**src/rtl/board_port_ctrl.sv**
```systemverilog
// Board memory port controller: arbitrates game-FSM cell accesses against a
// full-board clear sweep on the single port of board_mem.
module board_port_ctrl #(
    parameter int unsigned X_SIZE      = 12,
    parameter int unsigned Y_SIZE      = 12,
    parameter logic [1:0]  CLEAR_VALUE = 2'b00
) (
    input  logic       clk,
    input  logic       rst,
    input  logic       a_req,
    input  logic       a_we,
    input  logic [7:0] a_addr,
    input  logic [1:0] a_wdata,
    output logic       a_gnt,
    output logic [1:0] a_rdata,
    output logic       a_rvalid,
    input  logic       clr_start,
    output logic       clr_busy,
    output logic       clr_done,
    output logic [7:0] mem_addr,
    output logic [1:0] mem_wdata,
    output logic       mem_w_nr,
    input  logic [1:0] mem_rdata
);

    typedef enum logic {IDLE, CLEAR} state_t;

    localparam logic [3:0] X_LAST = 4'(X_SIZE - 1);
    localparam logic [3:0] Y_LAST = 4'(Y_SIZE - 1);

    state_t     r_state;
    logic [3:0] r_x;
    logic [3:0] r_y;
    logic       r_prev_sweep;
    logic       r_sweep_end;
    logic       r_rd_pend;

    logic       w_a_issue;
    logic       w_sweep_issue;
    logic       w_last_cell;

    assign w_last_cell = (r_x == X_LAST) && (r_y == Y_LAST);

    // Once every cell is issued the FSM stays in CLEAR one more cycle so that
    // clr_done lines up with the cycle after the last write is on the port.
    always_comb begin
        w_a_issue     = 1'b0;
        w_sweep_issue = 1'b0;
        if (!rst) begin
            case (r_state)
                IDLE: begin
                    w_a_issue     = a_req;
                    w_sweep_issue = clr_start & ~a_req;
                end
                CLEAR: begin
                    if (a_req && (r_prev_sweep || r_sweep_end)) begin
                        w_a_issue = 1'b1;
                    end else if (!r_sweep_end) begin
                        w_sweep_issue = 1'b1;
                    end
                end
                default: ;
            endcase
        end
    end

    assign a_gnt   = w_a_issue;
    assign a_rdata = a_rvalid ? mem_rdata : '0;

    always_ff @(posedge clk) begin
        if (rst) begin
            r_state      <= IDLE;
            r_x          <= '0;
            r_y          <= '0;
            r_prev_sweep <= 1'b0;
            r_sweep_end  <= 1'b0;
            r_rd_pend    <= 1'b0;
            a_rvalid     <= 1'b0;
            clr_busy     <= 1'b0;
            clr_done     <= 1'b0;
            mem_addr     <= '0;
            mem_wdata    <= '0;
            mem_w_nr     <= 1'b0;
        end else begin
            if (w_a_issue) begin
                mem_addr  <= a_addr;
                mem_wdata <= a_wdata;
                mem_w_nr  <= a_we;
            end else if (w_sweep_issue) begin
                mem_addr  <= {r_y, r_x};
                mem_wdata <= CLEAR_VALUE;
                mem_w_nr  <= 1'b1;
            end else begin
                mem_addr  <= '0;
                mem_wdata <= '0;
                mem_w_nr  <= 1'b0;
            end

            r_rd_pend    <= w_a_issue & ~a_we;
            a_rvalid     <= r_rd_pend;
            r_prev_sweep <= w_sweep_issue;
            clr_done     <= 1'b0;

            if (w_sweep_issue) begin
                if (w_last_cell) begin
                    r_x         <= '0;
                    r_y         <= '0;
                    r_sweep_end <= 1'b1;
                end else if (r_x == X_LAST) begin
                    r_x <= '0;
                    r_y <= r_y + 4'd1;
                end else begin
                    r_x <= r_x + 4'd1;
                end
            end

            case (r_state)
                IDLE: begin
                    if (clr_start) begin
                        r_state  <= CLEAR;
                        clr_busy <= 1'b1;
                    end
                end
                CLEAR: begin
                    if (r_sweep_end) begin
                        r_state     <= IDLE;
                        r_sweep_end <= 1'b0;
                        clr_busy    <= 1'b0;
                        clr_done    <= 1'b1;
                    end
                end
                default: r_state <= IDLE;
            endcase
        end
    end

endmodule

```
**config.mk**
```make
export PLATFORM = sky130hd
export DESIGN_NAME = board_port_ctrl
export DESIGN_NICKNAME = d
export VERILOG_FILES = /design/src/rtl/board_port_ctrl.sv
export SDC_FILE = /design/constraint.sdc
export NUM_CORES = 1
export LEC_CHECK = 0
export CORE_MARGIN = 5
export CORE_UTILIZATION = 35
export CTS_CLUSTER_SIZE = 16
export DETAILED_ROUTE_END_ITERATION = 8
export HOLD_SLACK_MARGIN = 0.06
export MAX_ROUTING_LAYER = met4
export PLACE_DENSITY = 0.74
export SLEW_MARGIN = 20
export SYNTH_ARGS = -nofsm -noshare
export SYNTH_HDL_FRONTEND = slang
export SYNTH_SLANG_ARGS = --single-unit
export TNS_END_PERCENT = 20
```
**constraint.sdc**
```tcl
create_clock -name clk -period 4.5 [get_ports clk]
set_clock_uncertainty 0.05 [all_clocks]
set_input_delay 0.9 -clock clk [delete_from_list [all_inputs] [get_ports clk]]
set_output_delay 0.9 -clock clk [all_outputs]
set_load 0.01 [all_outputs]
```
==> After elaboration in Yosys (flattened, before gate mapping) <==
Cells that the tools add are included.
{ "classes": {"n_mux": 26, "bitwise": 6, "eq_ne": 4, "n_reduce_logical": 8, "add_sub_neg": 2} }
{ "op_table": {"columns": ["operator", "count"], "rows": [
  ["2-to-1 mux 4 bit", 4],
  ["2-to-1 mux 8 bit", 2],
  ["2-to-1 mux 1 bit", 15],
  ["adder 4 x 1 -> 4 bit (second input constant)", 2],
  ["== test 4 bit (second input constant)", 2],
  ["case mux 1 bit (2 select lines)", 4],
  ["NOT 1 bit", 4],
  ["AND reduction 2 bit", 2],
  ["OR reduction 2 bit", 2],
  ["bitwise AND 1 bit", 2],
  ["logical AND 1 bit", 2],
  ["2-to-1 mux 2 bit", 1],
  ["inequality test 2 x 1 -> 1 bit (second input constant)", 1],
  ["inequality test 2 bit (second input constant)", 1],
  ["nonzero test 2 bit", 1],
  ["logical OR 1 bit", 1]
]} }
{ "totals": {"elab_cells": 58, "ff_bits": 26, "inputBits": 17} }

==> Depth between registers and ports, before layout <==
{ "logic_depth": {"depth_word": 8, "depth_mapped": 6} }

==> Worst setup path after synthesis <==
OpenSTA, ideal clock, no wires.
{ "synth_path": {"path_kind": "input to output", "start": "input port rst", "end": "output port a_gnt", "arrival_ns": 1.561, "required_time_ns": 3.550, "stages": 4, "n_path_buf": 2, "path_slack_ns": 1.989, "cell_sequence": "clkbuf_1 inv_1 and3_4 buf_6"} }
{ "synth_between": {"elab_chain_cells": 1} }
{ "synth_lines": {"columns": ["element", "line", "text"], "rows": [
  ["from (decl)", "9", "input logic rst,"],
  ["2-to-1 mux 1 bit", "49", "if (!rst) begin"],
  ["to (decl)", "14", "output logic a_gnt,"]
]} }
No other way between the ends.

==> Worst setup path in the final report <==
Ends and elaborated chain as after synthesis.

==> results.txt <==
- The detail route stage leaves a number of antenna-violating nets equal to 0.
* Total number of cells along the worst setup path: 5
- Die Wd: 65.64 um
- The max-slew violation total from the final report is 0.
- In the finished design, the share of the clock period the worst path needs comes to 0.7501.
* Vias after detailed routing: 878
* Total leakage power: 0.5708 nW
- In this run the number of H-tree levels came out at 1.
* Count of instances resized after the clock tree is built: 0
- The tool flagged a number of max-cap violations equal to 0.
- Clock tree from TritonCTS: done
* Via count of the first global-routing pass: 838
- Of the post-synthesis cell area, the dominant cell type holds 0.4804.
* FMAX: 296.3 MHz
- Of the cells placed in the final design, the portion with a size suffix greater than 1 is 0.1232.
- After the last flow step, the layout net total stands at 158.
- For the worst setup path, the data required time is 3550 ps.
- Of the total power, the share spent switching nets is 0.2406.
- Remaining routing DRC violations: 0
- Number of hold violations in the final report: 0
- Port buffering added 33 buffers.
* Clk pwr share: 0.273
* P_int: 0.3302 mW
* Routed wire length: 2379 um
- Critical path destination: a_gnt
* Synthesized cell area: 1084 um^2
* Cell-by-cell listing of the critical path: clkdlybuf4s50_1 -> buf_4 -> inv_1 -> and3_4 -> clkdlybuf4s50_1
* Share of synthesized area occupied by flip-flops and latches: 0.4804
* Worst min-delay path category: register to register
* Cell total after placement: 167
- Count of pins on the block boundary: 34
- In the final timing run, aggregate negative setup slack is 0 ps.
* Number of antenna diodes: 0
- Slack of the worst reg-to-reg path: 2770 ps
- Total global routing track utilization: 0.1171
* Slew of the pin with the lowest slew margin: 387.5 ps
* # setup viols final: 0
- After floorplanning, the core was sized to cover 3003 um^2.
* Ratio of routed vias to standard cells: 5.135
* Worst VDD drop: 106.3 uV
* Most area-consuming cells after synthesis: dfxtp_1 48%, a22o_1 7.3%, a21oi_1 2.8%
- Commonest cells post-synth: 26 x dfxtp_1, 9 x a22o_1, 7 x nor2_1
- Startpoint types: input pin
* Delay-heaviest family, CP: buffers and inverters
* CP Max Fanout: 16
- Synthesis warning total: 0
* Post-CTS setup-driven buffer insertion count: 0
- The die covers 4309 um^2.
- Counting stages on the worst path, the most repeated cell is clkdlybuf4s50_1.
- Initial DRT Pass Iterations: 4
- The later pin in the worst-skew pair is clocked with a latency of 320 ps.
- Slowest stage delay, CP: 560 ps
* Post-route non-filler standard cell count: 171
- Global routing finished with a remaining overflow of 0.
- Tracing the worst setup path back leads to its startpoint at rst.
- Site row count: 20
- Setup repair after global routing left no endpoint under its margin.
- Cell at the root of the clock tree: clkbuf_4
- For this configuration, the core starts out at a cell density of 0.3608.
* Worst Setup Path Type: input pin to output port
- Hold is met by 413.2 ps.
- The flow ran to the end, and the final reports show no timing, DRC or antenna violations.
* Sequential power share: 0.568
* Critical register-to-register path startpoint: r_x[0]
* Biggest area consumer among synthesized cells: dfxtp_1
- Mean post-synth cell area: 10.42 um^2
- The clock passes through at most 2 buffers.
- Antenna violations before repair: 0
- Endpoint of the worst register-to-register path: r_y[3]
* CP max stage cell: clkdlybuf4s50_1
- Total net switching power: 0.1046 mW
- After synthesis the netlist holds a flip-flop and latch count of 26.
- Worst slew margin relative to its limit: 0.7414
- Kind of end point of the critical path: output port
* Clock transition time at the flip-flop clock pins of the worst setup and hold paths: 130 ps
* Asr flop ratio synth: 0
- Entering global routing, the biggest net connects 17 pins.
- Main flop type after synthesis: dfxtp_1
- Half-perimeter wire length after placement: 1821 um
- Wire length per cell after detailed routing: 13.91 um
- Power spread over the standard cell area amounts to 294.7 nW/um^2.
* Combinational share of power: 0.159
* Cells after synthesis: 104
- The floorplan step set the die height to 65.64 um.
- The critical path contains buffers and inverters numbering 4 combined.
- Area growth from synthesis to final layout: 36.14%
- The number of nets handed over by synthesis was 123.
* Drt initial violations: 34
* Count of cells along the worst register-to-register path: 5
- The first global-routing pass estimated 3753 um of wire.
- For the worst setup path, the data arrival time is 2430 ps.
- Weighted congestion reported at the end of routability-driven placement: 0.9009
- Number of buffers inserted during clock tree synthesis: 3
- Distinct cell type count after synthesis: 38
- Post-layout minimum cycle time: 3375 ps
* Post-CTS Hold Fix Bufs: 0
- Number of enable flip-flop cells after synthesis: 0
- Cell with the most instances after synthesis: dfxtp_1
* # clock sinks: 26
[per-stage QoR]
| stage | total power [mW] | area [um^2] | worst slack, ps | utilization |
|---|---|---|---|---|
| after floorplan | 0.2864 | 1084 | 1989 | - |
| after global placement | 0.3193 | 1439 | 1132 | 0.4792 |
| after detailed placement | 0.3215 | 1439 | 1118 | 0.4792 |
| after CTS | 0.4373 | 1475 | 1117 | 0.4913 |
| after global routing | 0.4521 | 1475 | 1044 | 0.4913 |
| final | 0.4347 | 1475 | 1125 | 0.4913 |
[sequential cells by signal (all words and copies together) (netlist names)]
register and cells:
a_rvalid 1, clr_busy 1, clr_done 1, mem_addr 8, mem_w_nr 1, mem_wdata 2
r_prev_sweep 1, r_rd_pend 1, r_state 1, r_sweep_end 1, r_x 4, r_y 4
[routing by layer]
layer  track usage  part of all wire  vias to the layer above
met5             -                 0                        -
met4       0.06218                 0                        0
met3       0.02735             0.074                        0
met2        0.2003              0.50                       30
met1        0.1246              0.42                      402
li1              -                 -                      446
[cells in the final DEF (no fill, tap or decap), types with 2 or more instances in the layout]
cell type	netlist	routed
inv_1	3	3
o211ai_1	2	2
ha_1	2	2
nor2b_1	3	3
nor2_1	7	7
clkdlybuf4s50_1	0	33
clkbuf_4	0	3
and2_1	4	4
nand2_1	4	4
nand3_1	6	6
o21ai_0	3	3
nor3_1	2	2
mux2_2	2	2
a22o_1	9	9
a21oi_1	6	6
dfxtp_1	26	26
[area by class of cell]
type,instances,area (um^2)
inverters,3,11.26
flip-flops and latches,26,520.5
multi-input cells,71,528.0
fillers,286,1528
well taps,33,41.29
repair buffers,34,337.8
clock buffers,4,36.28
[cell families after synthesis]
group           share of synthesized area
simple gates                       0.2102
compound gates                     0.2333
flops                              0.4804
buf+inv                           0.03233
mux                               0.02078
fa+ha+maj                         0.02309
[power groups by stage]
stage               clock, mW  sequential [mW]  combinational, mW
floorplan                   0            0.254             0.0322
global placement            0            0.251             0.0680
detailed placement          0            0.252             0.0695
CTS                     0.121            0.247             0.0696
global route            0.129            0.248             0.0747
finish                  0.119            0.247             0.0690
[worst register-to-register path, delay by kind of cell, from the launching register on]
kind,cells,cell delay [ps]
AOI/OAI and AO/OA,2,490
and+or+nand+nor,2,450
DFF,1,440
adders and majority gates,1,220
[worst min-delay path by stage]
| stage | start | end | slack, ps | cells after the start |
|---|---|---|---|---|
| CTS | r_rd_pend | a_rvalid | 410 | 1 |
| global route | r_rd_pend | a_rvalid | 430 | 1 |
| finish | r_rd_pend | a_rvalid | 410 | 1 |
| detailed placement | r_rd_pend | a_rvalid | 380 | 1 |
| global placement | r_rd_pend | a_rvalid | 400 | 1 |
| floorplan | r_rd_pend | a_rvalid | 360 | 1 |
No activity file was read; power rests on OpenSTA's default activity.
